==> src/rtl/pc_sequencer_if.sv <==
// Instruction-memory request channel between fetch and IM.
// Ports: im_req/im_addr (fetch->IM), im_ack/im_rdata (IM->fetch).
interface pc_sequencer_if;
  logic        im_req;
  logic [31:0] im_addr;
  logic        im_ack;
  logic [31:0] im_rdata;

  modport master (
    output im_req, im_addr,
    input  im_ack, im_rdata
  );

  modport slave (
    input  im_req, im_addr,
    output im_ack, im_rdata
  );
endinterface

==> src/rtl/pc_sequencer.sv <==
// Fetch-stage PC sequencer: one outstanding IM request, redirects, AdEL.
// Ports: clk, reset, stall, branch/IntReq/eret redirects, im bus, F outputs.
module pc_sequencer #(
  parameter logic [31:0] RESET_PC   = 32'h0000_3000,
  parameter logic [31:0] HANDLER_PC = 32'h0000_4180,
  parameter logic [31:0] PC_LO      = 32'h0000_3000,
  parameter logic [31:0] PC_HI      = 32'h0000_4ffc
) (
  input  logic          clk,
  input  logic          reset,
  input  logic          stall,
  input  logic          br_taken,
  input  logic [31:0]   br_target,
  input  logic          IntReq,
  input  logic          eret,
  input  logic [31:0]   EPC,
  pc_sequencer_if.master im,
  output logic [31:0]   PC_F,
  output logic [31:0]   PC8_F,
  output logic [31:0]   instr_F,
  output logic          fetch_valid,
  output logic [4:0]    ExcCodeF
);

  typedef enum logic [1:0] {
    FETCH,
    WAIT,
    VALID,
    EXC
  } state_t;

  state_t      state_q, state_d;
  logic [31:0] pc_q, pc_d;
  logic [31:0] instr_q, instr_d;
  logic [31:0] pend_q, pend_d;
  logic        pend_valid_q, pend_valid_d;
  logic        pend_int_q, pend_int_d;

  logic        legal;
  logic        redirect;
  logic [31:0] redir_pc;

  assign legal = (pc_q[1:0] == 2'b00)
              && (pc_q >= PC_LO)
              && (pc_q <= PC_HI);

  assign redirect = IntReq | eret;
  assign redir_pc = IntReq ? HANDLER_PC : EPC;

  always_comb begin
    state_d      = state_q;
    pc_d         = pc_q;
    instr_d      = instr_q;
    pend_d       = pend_q;
    pend_valid_d = pend_valid_q;
    pend_int_d   = pend_int_q;
    unique case (state_q)
      FETCH: begin
        if (redirect) begin
          pc_d = redir_pc;
        end else if (legal) begin
          state_d = WAIT;
        end else begin
          state_d = EXC;
          instr_d = '0;
        end
      end
      WAIT: begin
        // A pending interrupt target is never displaced by eret.
        if (IntReq) begin
          pend_d       = HANDLER_PC;
          pend_valid_d = 1'b1;
          pend_int_d   = 1'b1;
        end else if (eret && !(pend_valid_q && pend_int_q)) begin
          pend_d       = EPC;
          pend_valid_d = 1'b1;
          pend_int_d   = 1'b0;
        end
        if (im.im_ack) begin
          if (pend_valid_d) begin
            pc_d         = pend_d;
            pend_valid_d = 1'b0;
            pend_int_d   = 1'b0;
            state_d      = FETCH;
          end else begin
            instr_d = im.im_rdata;
            state_d = VALID;
          end
        end
      end
      VALID, EXC: begin
        if (redirect) begin
          pc_d    = redir_pc;
          state_d = FETCH;
        end else if (!stall) begin
          pc_d    = br_taken ? br_target : pc_q + 32'd4;
          state_d = FETCH;
        end
      end
      default: state_d = FETCH;
    endcase
  end

  always_ff @(posedge clk or posedge reset) begin
    if (reset) begin
      state_q      <= FETCH;
      pc_q         <= RESET_PC;
      instr_q      <= '0;
      pend_q       <= '0;
      pend_valid_q <= 1'b0;
      pend_int_q   <= 1'b0;
    end else begin
      state_q      <= state_d;
      pc_q         <= pc_d;
      instr_q      <= instr_d;
      pend_q       <= pend_d;
      pend_valid_q <= pend_valid_d;
      pend_int_q   <= pend_int_d;
    end
  end

  assign im.im_req  = (state_q == FETCH && legal)
                   || (state_q == WAIT);
  assign im.im_addr = pc_q;

  assign PC_F        = pc_q;
  assign PC8_F       = pc_q + 32'd8;
  assign instr_F     = instr_q;
  assign fetch_valid = (state_q == VALID)
                    || (state_q == EXC);
  assign ExcCodeF    = (state_q == EXC) ? 5'd4 : 5'd0;

endmodule

==> src/flat_wrapper.sv <==
// flat-port wrapper written by rule: the top's interface ports become plain ports
module pc_sequencer_flat 
#(
  parameter logic [31:0] RESET_PC   = 32'h0000_3000,
  parameter logic [31:0] HANDLER_PC = 32'h0000_4180,
  parameter logic [31:0] PC_LO      = 32'h0000_3000,
  parameter logic [31:0] PC_HI      = 32'h0000_4ffc
)
  (clk, reset, stall, br_taken, br_target, IntReq, eret, EPC, PC_F, PC8_F, instr_F, fetch_valid, ExcCodeF, im_im_req, im_im_addr, im_im_ack, im_im_rdata);
  pc_sequencer_if im_i ();
  input  logic clk;
  input  logic reset;
  input  logic stall;
  input  logic br_taken;
  input  logic [31:0] br_target;
  input  logic IntReq;
  input  logic eret;
  input  logic [31:0] EPC;
  output logic [31:0] PC_F;
  output logic [31:0] PC8_F;
  output logic [31:0] instr_F;
  output logic fetch_valid;
  output logic [4:0] ExcCodeF;
  output wire logic [$bits(im_i.im_req)-1:0] im_im_req;
  output wire logic [$bits(im_i.im_addr)-1:0] im_im_addr;
  input wire logic [$bits(im_i.im_ack)-1:0] im_im_ack;
  input wire logic [$bits(im_i.im_rdata)-1:0] im_im_rdata;
  assign im_im_req = im_i.im_req;
  assign im_im_addr = im_i.im_addr;
  assign im_i.im_ack = im_im_ack;
  assign im_i.im_rdata = im_im_rdata;
  pc_sequencer #(.RESET_PC(RESET_PC), .HANDLER_PC(HANDLER_PC), .PC_LO(PC_LO), .PC_HI(PC_HI)) u_core (.clk(clk), .reset(reset), .stall(stall), .br_taken(br_taken), .br_target(br_target), .IntReq(IntReq), .eret(eret), .EPC(EPC), .im(im_i), .PC_F(PC_F), .PC8_F(PC8_F), .instr_F(instr_F), .fetch_valid(fetch_valid), .ExcCodeF(ExcCodeF));
endmodule
==> config.mk <==
export PLATFORM = sky130hd
export DESIGN_NAME = pc_sequencer_flat
export DESIGN_NICKNAME = d
export VERILOG_FILES = /design/src/rtl/pc_sequencer_if.sv /design/src/rtl/pc_sequencer.sv /design/src/flat_wrapper.sv
export SDC_FILE = /design/constraint.sdc
export NUM_CORES = 1
export LEC_CHECK = 0
export BUFFER_PORTS_ARGS = -buffer_cell sky130_fd_sc_hd__clkbuf_2
export CAP_MARGIN = 20
export CORE_UTILIZATION = 25
export CTS_BUF_LIST = sky130_fd_sc_hd__clkbuf_8 sky130_fd_sc_hd__clkbuf_16
export DETAILED_ROUTE_END_ITERATION = 10
export SLEW_MARGIN = 15
export SYNTH_ARGS = -nofsm -noshare
export SYNTH_HDL_FRONTEND = slang
export SYNTH_SLANG_ARGS = --single-unit
export TNS_END_PERCENT = 50
==> constraint.sdc <==
create_clock -name clk -period 4.4 [get_ports clk]
set_clock_uncertainty 0.15 [all_clocks]
set_input_delay 0.22 -clock clk [delete_from_list [all_inputs] [get_ports clk]]
set_output_delay 0.22 -clock clk [all_outputs]
set_load 0.03 [all_outputs]
==> summary.md <==
| Metric | Value |
|---|---|
| Outcome | finished clean |
| Post-DP HPWL | approximately 19 mm |
| Reg2reg setup slack | approximately 1.4 ns |
| Crit-path cells | nand2b_1, nor3_2, buf_4, a22oi_1, a31o_1, a32oi_1 |
| Cell depth of the worst flop-to-flop path | 6 |
| Top-area cell type share of the netlist area | a little over a third |
| TritonCTS clock tree | built |
| CP startpoint | u_core.state_q[0] |
| Worst hold slack | between 0.01 and 0.015 ns |
| Yosys warnings | 0 |
| Sequential cell area fraction in the yosys report | about 36% |
| Post-DR vias/cell | a little over 5 |
| Synthesized area per cell | about 8.7 µm² |
| H-tree Lvls | 3 |
| Final worst-path cycle share | 69.2% |
| Slew Limit Fails | 0 |
| Static Leak | approximately 3.9 nW |
| CTS Buffer Depth | 2 |
| Final Wtd Congestion | between 0.8 and 0.9 |
| Area contributors post-synth | dfrtp_1, mux2i_1, nand2_1 |
| Post-synth EDFFs | 0 |
| Antenna cell count | 0 |
| Most frequent cells in the layout | clkbuf_2, dfrtp_1, nand2_1 |
| Crit-path max FO | 21 |
| Actual slew at the worst max-slew pin | 0.930 ns |
| Synth area leader | dfrtp_1 |
| First-pass GRT wire length | around 40 mm |
| Area grow syn2layout | 24.2% |
| Global route overflow | 0 |
| Layout cells sized above 1 | roughly 29% |
| Max-Cap Viols | 0 |
| Setup tns final | 0 ns |
| Crit path capture type | flip-flop |
| Prevailing post-synth register cell | dfrtp_1 |
| WL/cell | between 15 and 20 µm |
| Die W | approximately 170 µm |
| Initial drt markers | ~570 |
| Largest net degree at the start of global routing | 70 |
| Placed cells | between 1,000 and 1,500 |
| CP Class | flip-flop to flip-flop |
| Final WS setup | 1.35 ns |
| Worst skew pair latency | between 0.3 and 0.4 ns |
| Placement row count | 60 |
| Crit path to | u_core.PC_F[30] |
| Share of synthesized registers carrying an async set or reset | 100% |
| Startpoint Class | flip-flop |
| Final Net Count | around 1,100 |
| Max incr delay on CP | ~0.74 ns |
| Mapped Area | around 7000 µm² |
| Pre-CTS setup slack | roughly 1.4 ns |
| Sink Count | 100 |
| Cells after Synth | about 800 |
| Most common cell after layout, fill and taps aside | clkbuf_2 |
| Worst EP required | 4.52 ns |
| Core ar. | roughly 27,000 µm² |
| Final setup fails | 0 |
| Worst rel slew slack | 38.0% |
| Arrival @ worst endpoint | between 3 and 4 ns |
| Via count | 6,913 |
| DRC Markers | 0 |
| Count of input and output buffers | approximately 230 |
| Starting Density | 25.8% |
| Fin. Hold Viols | 0 |
| Max Fclk | around 0.33 GHz |
| Die height | 170 µm |
| Worst r2r src | u_core.state_q[0] |
| GR Util All Layers | 17.8% |
| Gates resized, CTS repair | 0 |
| Die Area | 28,800 µm² |
| Vias in the first global route | 6,517 |
| Critical R2R Capture | u_core.PC_F[30] |
| Min-delay worst type | input pin to flip-flop |
| Post-Layout Cell Count | approximately 1,400 |
| Pre-antenna DRT Iters | 5 |
| Placed Area | around 8100 µm² |
| Period minus WS final | 3.05 ns |
| Power Dens Cells | approximately 470 nW/µm² |
| Routed Antenna Nets | 0 |
| WL final | 25.7 mm |
| TritonCTS buffer count | 9 |
| VDD IR max | around 0.21 mV |
| Clock slew at reported path FFs | ~0.07 ns |
| Final Instance Area | between 8000 and 9000 µm² |
| Synth unique cells | between 80 and 90 |
| Slowest-stage cell, CP | dfrtp_1 |
| Initial antenna violation count | 1 |
| Synthesized flop and latch total | 100 |
| Clock root cell | clkbuf_16 |
| RSZ-0062 raised after global routing | false |
| I/O pins | between 200 and 250 |
## per-stage QoR
| stage | util (%) | total power (W) |
|---|---|---|
| detailed placement | 29.7 | 0.00329 |
| finish | 32.0 | 0.00406 |
| global route | 32.0 | 0.00430 |
| floorplan | - | 0.00286 |
| CTS | 32.0 | 0.00407 |
| global placement | 29.7 | 0.00327 |
## report_power, final
part / total [W] / internal (W) / leakage (nW) / switching (W)
Sequential: 0.00155 / 0.00117 / 1.25 / 0.000375
Clock: 0.000749 / 0.000392 / 0.147 / 0.000357
Combinational: 0.00176 / 0.000597 / 2.47 / 0.00116
Total: 0.00406 / 0.00216 / 3.88 / 0.00189
## cells by family after synthesis
kind of cell | after synthesis | share of synthesized area, %
AO/OA/AOI/OAI | 234 | 24.5
XOR/XNOR | 31 | 3.87
adder cells (fa/ha/maj) | 3 | 0.535
buffers and inverters | 154 | 12.0
flip-flops | 100 | 35.7
multiplexers | 37 | 5.27
other | 1 | 0.0534
AND/OR/NAND/NOR | 244 | 18.1
## state kept, by name, indices dropped and copies added, names as in the netlist
name	count
u_core.PC_F	32
u_core.instr_F	32
u_core.pend_int_q	1
u_core.pend_q	32
u_core.pend_valid_q	1
u_core.state_q	2
## area by class of cell
type | count | area, µm²
multi-input combinational | 553 | 3690
clock inverter | 6 | 28.8
timing repair buffer | 281 | 1610
fill | 2867 | 18500
tap | 372 | 465
sequential | 100 | 2500
inverter | 46 | 175
clock buffer | 10 | 239
## synth_stat cells, types with 19 or more instances
cell / n
dfrtp_1: 98
nand2_1: 94
nor2_1: 46
buf_4: 44
inv_1: 44
o21ai_0: 42
mux2i_1: 37
a22oi_1: 29
buf_2: 29
xnor2_1: 21
a21oi_1: 20
clkbuf_1: 19
## routing by layer
layer  wire length, µm  up-vias  track usage, %
li1                  -     3259               -
met1             11200     3233            23.4
met2             11500      376            28.1
met3              2320       43            4.52
met4               629        2            6.11
met5                11        -               0
## timing repair
item,in CTS,in global routing
setup buffers,0,0
hold buffers,35,0
endpoints found under the hold margin,100,0
## worst max-delay path: cells and delay by family, from the launching register on
kind / cells / cell delay, ns
simple gates: 2 / 1.14
flops: 1 / 0.74
compound gates: 3 / 0.55
buf+inv: 1 / 0.38
## how the worst min path moves through the flow
stage / start / endpoint / slack [ns] / cells after the start
CTS: im_im_ack / u_core.pend_valid_q / 0.004 / 2
global placement: im_im_rdata[9] / u_core.instr_F[9] / 0.29 / 3
global route: im_im_ack / u_core.pend_valid_q / 0.02 / 2
detailed placement: im_im_rdata[24] / u_core.instr_F[24] / 0.30 / 3
finish: im_im_ack / u_core.pend_valid_q / 0.01 / 2
floorplan: im_im_ack / u_core.pend_valid_q / 0.15 / 1
Power figures use the tool's default switching activity.
